### src/rtl/fetch_pc_unit.sv
// Fetch-stage PC generator with an optional direct-mapped BTB (enabled by FETCH_BTB_EN).
// Picks the next PC from redirect, stall, predicted-taken target or PC+4.
module fetch_pc_unit #(
  parameter logic [31:0] RESET_PC    = 32'h0000_0000,
  parameter int          BTB_ENTRIES = 16
) (
  input  logic        clk,
  input  logic        rst,
  input  logic        isBranchTakenPredicted,
  input  logic        fetchReady,
  input  logic        redirectValid,
  input  logic [31:0] redirectPc,
  input  logic        btbUpdateValid,
  input  logic [31:0] btbUpdatePc,
  input  logic [31:0] btbUpdateTarget,
  output logic        fetchValid,
  output logic [31:0] fetchPc,
  output logic        predictedTaken,
  output logic [31:0] predictedTarget
);

  localparam int IDX   = $clog2(BTB_ENTRIES);
  localparam int TAG_W = 32 - IDX - 2;

  logic [31:0] pc_q, pc_d;
  logic        valid_q, valid_d;
  logic [31:0] pc_plus4;
  logic        btb_hit;
  logic [29:0] btb_lookup_target;
  logic        unused_bits;

`ifdef FETCH_BTB_EN
  logic [BTB_ENTRIES-1:0] btb_valid_q;
  logic [TAG_W-1:0]       btb_tag_q    [BTB_ENTRIES];
  logic [29:0]            btb_target_q [BTB_ENTRIES];
  logic [IDX-1:0]         lookup_idx;
  logic [IDX-1:0]         update_idx;

  assign lookup_idx = pc_q[IDX+1:2];
  assign update_idx = btbUpdatePc[IDX+1:2];

  always_ff @(posedge clk or posedge rst) begin
    if (rst) begin
      btb_valid_q <= '0;
    end else if (btbUpdateValid) begin
      btb_valid_q[update_idx] <= 1'b1;
    end
  end

  // NOTE: tag/target storage has no reset; the valid bits alone gate every hit,
  // so the arrays can stay plain RAM without a reset network.
  always_ff @(posedge clk) begin
    if (btbUpdateValid) begin
      btb_tag_q[update_idx]    <= btbUpdatePc[31:IDX+2];
      btb_target_q[update_idx] <= btbUpdateTarget[31:2];
    end
  end

  assign btb_hit           = btb_valid_q[lookup_idx] && (btb_tag_q[lookup_idx] == pc_q[31:IDX+2]);
  assign btb_lookup_target = btb_target_q[lookup_idx];
  assign unused_bits       = ^{redirectPc[1:0], btbUpdatePc[1:0], btbUpdateTarget[1:0]};
`else
  assign btb_hit           = 1'b0;
  assign btb_lookup_target = '0;
  assign unused_bits       = ^{redirectPc[1:0], btbUpdateValid, btbUpdatePc, btbUpdateTarget};
`endif

  assign pc_plus4        = pc_q + 32'd4;
  assign fetchValid      = valid_q;
  assign fetchPc         = pc_q;
  assign predictedTaken  = btb_hit && isBranchTakenPredicted;
  assign predictedTarget = predictedTaken ? {btb_lookup_target, 2'b00} : pc_plus4;

  // NOTE: every output of this block is given a default first, so no path can
  // leave a value unassigned and infer a latch.
  always_comb begin
    pc_d    = pc_q;
    valid_d = valid_q;
    if (redirectValid) begin
      pc_d    = {redirectPc[31:2], 2'b00};
      valid_d = 1'b1;
    end else if (!valid_q) begin
      valid_d = 1'b1;
    end else if (fetchReady) begin
      pc_d = predictedTarget;
    end
  end

  // NOTE: sequential state uses non-blocking assignments so all registers
  // update together from the values present before the edge.
  always_ff @(posedge clk or posedge rst) begin
    if (rst) begin
      pc_q    <= RESET_PC;
      valid_q <= 1'b0;
    end else begin
      pc_q    <= pc_d;
      valid_q <= valid_d;
    end
  end

endmodule

### config.mk
export PLATFORM = sky130hd
export DESIGN_NAME = fetch_pc_unit
export DESIGN_NICKNAME = d
export VERILOG_FILES = /design/src/rtl/fetch_pc_unit.sv
export SDC_FILE = /design/constraint.sdc
export NUM_CORES = 1
export LEC_CHECK = 0
export CELL_PAD_IN_SITES_DETAIL_PLACEMENT = 0
export CELL_PAD_IN_SITES_GLOBAL_PLACEMENT = 1
export CORE_MARGIN = 2
export CORE_UTILIZATION = 26
export DETAILED_ROUTE_END_ITERATION = 10
export GPL_ROUTABILITY_DRIVEN = 0
export PLACE_DENSITY_LB_ADDON = 0.08
export REMOVE_ABC_BUFFERS = 1
export SLEW_MARGIN = 20
export SYNTH_ARGS = -nofsm -noshare
export SYNTH_HDL_FRONTEND = slang
export SYNTH_SLANG_ARGS = --single-unit
### constraint.sdc
create_clock -name clk -period 7 [get_ports clk]
set_input_delay 1.4 -clock clk [delete_from_list [all_inputs] [get_ports clk]]
set_output_delay 1.4 -clock clk [all_outputs]
set_load 0.01 [all_outputs]
==> impl_metrics.yaml, run 1 <==
critical_path:
  cp.required_ns: 5.60
  crit_chain: "ha_1 > nand3_1 > nor2_1 > nand4_1 > xnor2_1 > clkdlybuf4s50_1"
  cp.depth: 6
  critPathCaptureType: "primary output"
  cp.arrival_ns: 3.03
  startpoint_type: "flip-flop"
  critPathKind: "reg -> out"
  critPathTopFamily: "simple AND/OR/NAND/NOR gates"
  timing.critical_path.buf_inv: 1
  critPathSlowestCell: "nor2_1"
  reg2reg_depth: 5
  critPathMaxFanout: 12
  slowest_delay_ns: 0.67
timing:
  hold_viol: 0
  rsz0062_at_grt: "no"
  fin_crit_sh: 0.632
  timing.final.setup_violations: 0
  drv_slew: 0
  slew_headroom: 0.489
  final.setup.tns_ns: 0
  worst_pin_slew_ns: 0.761
  clock_skew_ns: 0.00540
  finalCriticalPeriod_ns: 4.43
  timing.fmax_mhz: 226
finish:
  multi_input_area_sq_mm: 0.00146
  seqCellArea_sq_um: 776
  fill_cells: 953
  antenna_cells: 0
  instances_no_fill: 484
  area_delta_synth_final_pct: 44.5
  drive_gt1_frac: 0.0399
  nets: 478
power_and_ir_drop:
  ir_drop_mv: 0.0562
  p_leak_nw: 1.23
  cellPowerDensity_mw_per_mm2: 160
detailed_routing:
  drt-total-wl_microns: 7840
  viasPerCell: 5.05
  ant_nets: 0
  avgRoutedWirePerCell_microns: 16.2
  via_count: 2442
  drc: 0
  drt_iter0_markers: 101
  first_pass_iters: 4
logic_synthesis:
  syn_inst: 293
  synth-edff-count: 0
  netlist.area_leader.share: 0.327
  yosysWarnings: 0
  synthArstFlopShare: 1.00
  synth.distinct_cells: 41
  synth.area.top_cells: "dfrtp_1 33%, xnor2_1 9.2%, xor2_1 5.9%, nand4_1 5.5%, nor2_1 4.9%"
  syn_area_sq_mm: 0.00237
  synth_top_area_cell: "dfrtp_1"
  ys_ff_latch: 31
  synthFlopType: "dfrtp_1"
  seq_area_frac_synth: 0.327
  synth.avg_cell_area_sq_um: 8.09
hold_path:
  hold_path_depth: 2
  hp-class: "reg -> reg"
global_routing:
  grt_pass1_vias: 2362
  grt-ovfl-total: 0
  grt_max_degree: 42
  grt_pass1_wl_microns: 12500
  antenna_found_initial: 0
  track_usage: 0.159
floorplanning:
  io_pins: 168
  die_w_microns: 99.5
  die_area_sq_mm: 0.00990
  core_area_sq_mm: 0.00876
  fp.dieH_microns: 99.5
  initial_core_util: 0.271
  rows: 34
cts:
  cts_buffer_depth: 2
  cts_tree: "built"
  clkTransAtPathRegs_ns: 0.07
  cts.sinks: 31
  cts_resized: 0
  root_buffer: "clkbuf_8"
  hold_buffers: 0
  cts_setup_buffers: 0
  worstSkewPairLatency_ns: 0.28
  cts_htree_levels: 2
  cts_buffers: 5
place:
  io_buffers: 94
  dp_hpwl_microns: 5710
  place_inst: 476
status:
  status: "completed"
run:
  drv_cap: 0
## layout make-up
type / count / area share
inverters: 6 / 0.00657
flip-flops and latches: 31 / 0.226
clock inverters: 1 / 0.00146
well taps: 108 / 0.0394
multi-input cells: 235 / 0.425
clock buffers: 7 / 0.0223
repair buffers: 96 / 0.279
## cell usage in the layout (no fill, tap or decap), types with 2 or more instances in the layout
master	instances
a221o_1	3
a31oi_1	11
and2_1	3
and3_1	2
and4_1	4
buf_4	2
clkbuf_1	2
clkbuf_8	5
clkdlybuf4s50_1	94
conb_1	6
dfrtp_1	31
inv_1	5
nand2_1	29
nand3_1	16
nand4_1	21
nor2_1	31
nor3_1	9
nor4_1	9
o21ai_0	16
o31ai_1	7
or2_2	2
or3_1	2
or4_1	8
or4_4	2
xnor2_1	25
xor2_1	16
## where the power goes
part / total, W / switching (W) / internal, W
combinational: 0.000176 / 0.0000738 / 0.000102
sequential: 0.000233 / 0.0000383 / 0.000195
clock: 0.000140 / 0.0000701 / 0.0000698
total: 0.000549 / 0.000182 / 0.000367
## cells by family after synthesis
family                   count (synthesis)  synth area share
AND/OR/NAND/NOR                        144             0.327
AO/OA/AOI/OAI                           42             0.117
XOR/XNOR                                41             0.151
flip-flops                              31             0.327
buffers and inverters                   31            0.0654
other                                    2           0.00317
adder cells (fa/ha/maj)                  1           0.00528
multiplexers                             1           0.00422
## sequential cells by signal, indices dropped and copies added (netlist names)
signal and flops:
fetchPc 30, fetchValid 1
## worst paths after layout
kind	from	endpoint	slack, ns
max	fetchPc[2]	predictedTarget[30]	2.57
min	fetchPc[31]	fetchPc[31]	0.63
max reg2reg	fetchPc[2]	fetchPc[26]	4.39
min reg2reg	fetchPc[31]	fetchPc[31]	0.63
max in group asynchronous	rst	fetchValid	5.16
min in group asynchronous	rst	fetchPc[21]	1.51
## cell usage after synthesis (all sizes together) (2+ instances only)
master  count
dfrtp      31
nor2       31
nand2      29
xnor2      25
nand4      22
clkbuf     16
nand3      16
o21ai      16
xor2       16
a31oi      11
nor4       10
or4        10
buf         9
nor3        9
o31ai       7
inv         5
and2        4
and4        4
a221o       3
and3        3
conb        2
or2         2
or3         2
## through the flow
stage	power, W	hold slack, ns	utilization	setup slack (ns)	instance area [sq um]
4_1_cts	0.000559	0.640	0.391	2.50	3430
2_1_floorplan	0.000301	0.607	-	3.59	2250
5_1_grt	0.000582	0.665	0.391	2.36	3430
3_5_place_dp	0.000415	0.628	0.382	2.82	3340
6_report	0.000549	0.632	0.391	2.57	3430
3_3_place_gp	0.000414	0.632	0.382	2.82	3340
## metal layers
| layer | up-vias | part of all wire | GRT usage |
|---|---|---|---|
| met2 | 86 | 0.46 | 0.254 |
| met5 | - | 0 | 0 |
| met4 | 0 | 0.0083 | 0.0316 |
| met1 | 1131 | 0.46 | 0.222 |
| li1 | 1219 | - | - |
| met3 | 6 | 0.071 | 0.0358 |
## worst min-delay path: stages, from the launching register on
cell     delay [ns]
dfrtp_1        0.43
o41ai_1        0.09
a31oi_1        0.08
Note: power is estimated with default switching activity, not from simulation.
==> run 2: changes to the inputs <==
- CORE_UTILIZATION: 26 -> 24
- clock period: 7 -> 4.2 ns (I/O delays scaled with it)
==> impl_metrics.yaml, run 2 (same netlist as run 1, synthesis figures left out) <==
finish:
  multi_input_area_sq_mm: 0.00146
  final_common_cell: "clkdlybuf4s50_1"
  drive_gt1_frac: 0.0576
  final_cell_mix: "94 x clkdlybuf4s50_1, 31 x nor2_1, 31 x dfrtp_1, 29 x nand2_1, 25 x xnor2_1"
  nets: 484
  fill_cells: 1026
  fin_area_sq_mm: 0.00352
  antenna_cells: 0
  seqCellArea_sq_um: 776
  area_delta_synth_final_pct: 48.5
  instances_no_fill: 515
  largest_reg_flops: 30
run:
  drv_cap: 0
timing:
  finalCriticalPeriod_ns: 3.75
  clock_skew_ns: 0.00265
  timing.final.setup_violations: 0
  slew_headroom: 0.471
  final.setup.tns_ns: 0
  timing.fmax_mhz: 267
  rsz0062_at_grt: "no"
  hold_viol: 0
  drv_slew: 0
  fin_hold_ws_ns: 0.628
  worst_pin_slew_ns: 0.787
  fin_crit_sh: 0.892
place:
  io_buffers: 94
  postPlaceCellArea_sq_mm: 0.00342
  place_inst: 507
  dp_hpwl_microns: 5880
power_and_ir_drop:
  cellPowerDensity_mw_per_mm2: 272
  p_leak_nw: 1.27
  power.total_w: 0.000957
  ir_drop_mv: 0.108
cts:
  root_buffer: "clkbuf_8"
  cts_setup_buffers: 0
  clkTransAtPathRegs_ns: 0.07
  hold_buffers: 0
  cts_buffer_depth: 2
  cts_tree: "built"
  cts_htree_levels: 2
  cts_buffers: 5
  worstSkewPairLatency_ns: 0.28
  cts.sinks: 31
  cts_resized: 0
status:
  status: "completed"
critical_path:
  startpoint_type: "flip-flop"
  critPathCaptureType: "primary output"
  critPathKind: "reg -> out"
  critPathMaxFanout: 9
  rrSetupSlack_ns: 1.68
  cp.required_ns: 3.36
  cp.arrival_ns: 2.91
floorplanning:
  fp.dieH_microns: 103
  core_area_sq_mm: 0.00968
  initial_core_util: 0.245
  rows: 36
  die_area_sq_mm: 0.0107
  die_w_microns: 103
  io_pins: 168
detailed_routing:
  drt-total-wl_microns: 8230
  avgRoutedWirePerCell_microns: 16.0
  via_count: 2482
  ant_nets: 0
  viasPerCell: 4.82
  drt_iter0_markers: 92
  first_pass_iters: 4
  drc: 0
global_routing:
  track_usage: 0.155
  grt_pass1_wl_microns: 12700
  grt-ovfl-total: 0
  grt_max_degree: 41
  grt_pass1_vias: 2266
  antenna_found_initial: 0
hold_path:
  hp-class: "reg -> reg"
run 2: through the flow:
step                utilization  setup WS, ns
finish                    0.364         0.454
global route              0.364         0.143
CTS                       0.364         0.403
detailed placement        0.353         0.723
global placement          0.353         0.685
floorplan                     -          1.35
run 2: final timing paths:
path                                  start                   to  cells after the start
worst max-delay path             fetchPc[2]  predictedTarget[30]                      7
worst min register to register  fetchPc[31]          fetchPc[31]                      2
max in group asynchronous               rst           fetchPc[7]                      3
min in group asynchronous               rst          fetchPc[23]                      3
worst min-delay path            fetchPc[31]          fetchPc[31]                      2
worst max register to register   fetchPc[2]          fetchPc[26]                      6
run 2: per-layer routing:
| metal | global-route usage | wire, microns | up-vias |
|---|---|---|---|
| met5 | 0 | 0 | - |
| met4 | 0.0324 | 51 | 0 |
| met3 | 0.0349 | 465 | 4 |
| met2 | 0.253 | 3760 | 73 |
| met1 | 0.210 | 3950 | 1171 |
| li1 | - | - | 1234 |
run 2: final cells by class:
class,count,share of cell area
clock buffer,8,0.0284
sequential,31,0.220
timing repair buffer,102,0.284
tap,133,0.0473
inverter,6,0.00640
multi-input combinational,235,0.413
run 2: worst max-delay path: stages, from the launching register on:
cell and delay, ns:
dfrtp_1 0.48, ha_1 0.24, nand3_1 0.20, buf_4 0.24, nor2_1 0.50, nand4_1 0.22
xnor2_1 0.19, clkdlybuf4s50_1 0.56
run 2: power breakdown:
| group | internal [W] | switching [W] |
|---|---|---|
| combinational | 0.000173 | 0.000125 |
| clock | 0.000150 | 0.000121 |
| sequential | 0.000325 | 0.0000630 |
| total | 0.000648 | 0.000309 |
==> run 3: changes to the inputs <==
--- a/config.mk
+++ b/config.mk
@@ -14,3 +14,2 @@
 export PLACE_DENSITY_LB_ADDON = 0.08
-export REMOVE_ABC_BUFFERS = 1
 export SLEW_MARGIN = 20
--- a/constraint.sdc
+++ b/constraint.sdc
@@ -3,2 +3,2 @@
 set_output_delay 0.84 -clock clk [all_outputs]
-set_load 0.01 [all_outputs]
+set_load 0.1 [all_outputs]
==> impl_metrics.yaml, run 3 (same netlist as run 1, synthesis figures left out) <==
floorplanning:
  die_area_sq_mm: 0.0107
  core_area_sq_mm: 0.00968
  die_w_microns: 103
  io_pins: 168
  rows: 36
  initial_core_util: 0.245
  fp.dieH_microns: 103
finish:
  antenna_cells: 0
  area_delta_synth_final_pct: 53.1
  largest_reg_flops: 30
  multi_input_area_sq_mm: 0.00159
  drive_gt1_frac: 0.177
  final_common_cell: "clkdlybuf4s50_1"
  instances_no_fill: 518
  final_cell_mix: "68 x clkdlybuf4s50_1, 36 x buf_4, 31 x nor2_1, 31 x dfrtp_1, 29 x nand2_1"
  seqCellArea_sq_um: 776
  nets: 487
  fill_cells: 1014
cts:
  worstSkewPairLatency_ns: 0.29
  cts_tree: "built"
  cts.sinks: 31
  root_buffer: "clkbuf_8"
  cts_resized: 0
  cts_buffer_depth: 2
  clkTransAtPathRegs_ns: 0.07
  cts_htree_levels: 2
  cts_setup_buffers: 0
  cts_buffers: 5
  hold_buffers: 0
detailed_routing:
  via_count: 2522
  drt_iter0_markers: 95
  avgRoutedWirePerCell_microns: 16.2
  drc: 0
  ant_nets: 0
  drt-total-wl_microns: 8390
  viasPerCell: 4.87
  first_pass_iters: 4
place:
  pre_cts_slack_ns: 0.976
  io_buffers: 94
  dp_hpwl_microns: 5970
  place_inst: 510
global_routing:
  grt_pass1_wl_microns: 13000
  met2_usage: 0.265
  use_met1: 0.210
  busiest_layer: "met2"
  antenna_found_initial: 0
  grt-ovfl-total: 0
  grt_max_degree: 42
  track_usage: 0.160
  grtUsageMet3: 0.0329
  grt_pass1_vias: 2396
timing:
  rsz0062_at_grt: "no"
  clock_skew_ns: 0.00931
  setup_slack_ns: 0.687
  hold_viol: 0
  fin_crit_sh: 0.836
  slew_headroom: 0.350
  drv_slew: 0
  worst_pin_slew_ns: 0.973
  timing.fmax_mhz: 285
  finalCriticalPeriod_ns: 3.51
  timing.final.setup_violations: 0
critical_path:
  reg2reg_depth: 6
  rrSetupSlack_ns: 1.78
  critPathMaxFanout: 14
  critPathCaptureType: "primary output"
  critPathKind: "reg -> out"
  r2r_end: "fetchPc[24]"
  cp.arrival_ns: 2.67
  r2r_start: "fetchPc[2]"
  cp.required_ns: 3.36
  startpoint_type: "flip-flop"
power_and_ir_drop:
  ir_drop_mv: 0.173
  power_frac_clock: 0.197
  p_sw_frac: 0.534
  internal_power_w: 0.000649
  p_seq_frac: 0.281
  p_leak_nw: 1.38
  combPwrFrac: 0.522
  p_sw_w: 0.000743
  cellPowerDensity_mw_per_mm2: 383
hold_path:
  holdCritStartpoint: "fetchPc[31]"
  hold_end: "fetchPc[31]"
  hp-class: "reg -> reg"
  hold_path_depth: 2
status:
  status: "completed"
run:
  drv_cap: 0
==> run 3: stage by stage <==
stage	utilization	area [sq um]	hold slack, ns	total power, W	setup TNS (ns)
3_5_place_dp	0.364	3530	0.644	0.00113	0
2_1_floorplan	-	2520	0.944	0.000947	-0.703
5_1_grt	0.375	3630	0.707	0.00145	0
3_3_place_gp	0.364	3530	0.644	0.00113	0
4_1_cts	0.375	3630	0.659	0.00141	0
6_report	0.375	3630	0.656	0.00139	0
==> run 3: final cells by class <==
cell class / instances / share of cell area
timing repair buffer: 105 / 0.267
inverter: 6 / 0.00620
tap: 133 / 0.0458
clock buffer: 8 / 0.0276
sequential: 31 / 0.214
multi-input combinational: 235 / 0.439
==> run 3: how the worst max path moves through the flow <==
| stage | start | endpoint | cells after the start |
|---|---|---|---|
| floorplan | fetchPc[6] | predictedTarget[17] | 5 |
| global placement | fetchPc[8] | predictedTarget[25] | 6 |
| detailed placement | fetchPc[8] | predictedTarget[25] | 6 |
| CTS | fetchPc[8] | predictedTarget[25] | 6 |
| global route | fetchPc[15] | predictedTarget[25] | 5 |
| finish | fetchPc[8] | predictedTarget[25] | 6 |
==> run 3: power groups by stage <==
stage,registers [W],logic [W],clock network (W)
finish,0.000392,0.000726,0.000274
global placement,0.000398,0.000728,0
CTS,0.000392,0.000730,0.000284
global route,0.000400,0.000754,0.000294
detailed placement,0.000398,0.000729,0
floorplan,0.000572,0.000375,0
==> run 3: critical path: stages (launching register included) <==
cell and delay (ns):
dfrtp_1 0.54, nand3_1 0.11, buf_4 0.19, or4_4 0.65, nor3_1 0.51, xor2_4 0.20
buf_12 0.19
==> run 3: per-layer routing <==
metal | wire, microns | part of all wire | up-vias
met4 | 93 | 0.011 | 0
met1 | 3660 | 0.44 | 1181
met5 | 0 | 0 | -
li1 | - | - | 1231
met2 | 4030 | 0.48 | 101
met3 | 599 | 0.071 | 9
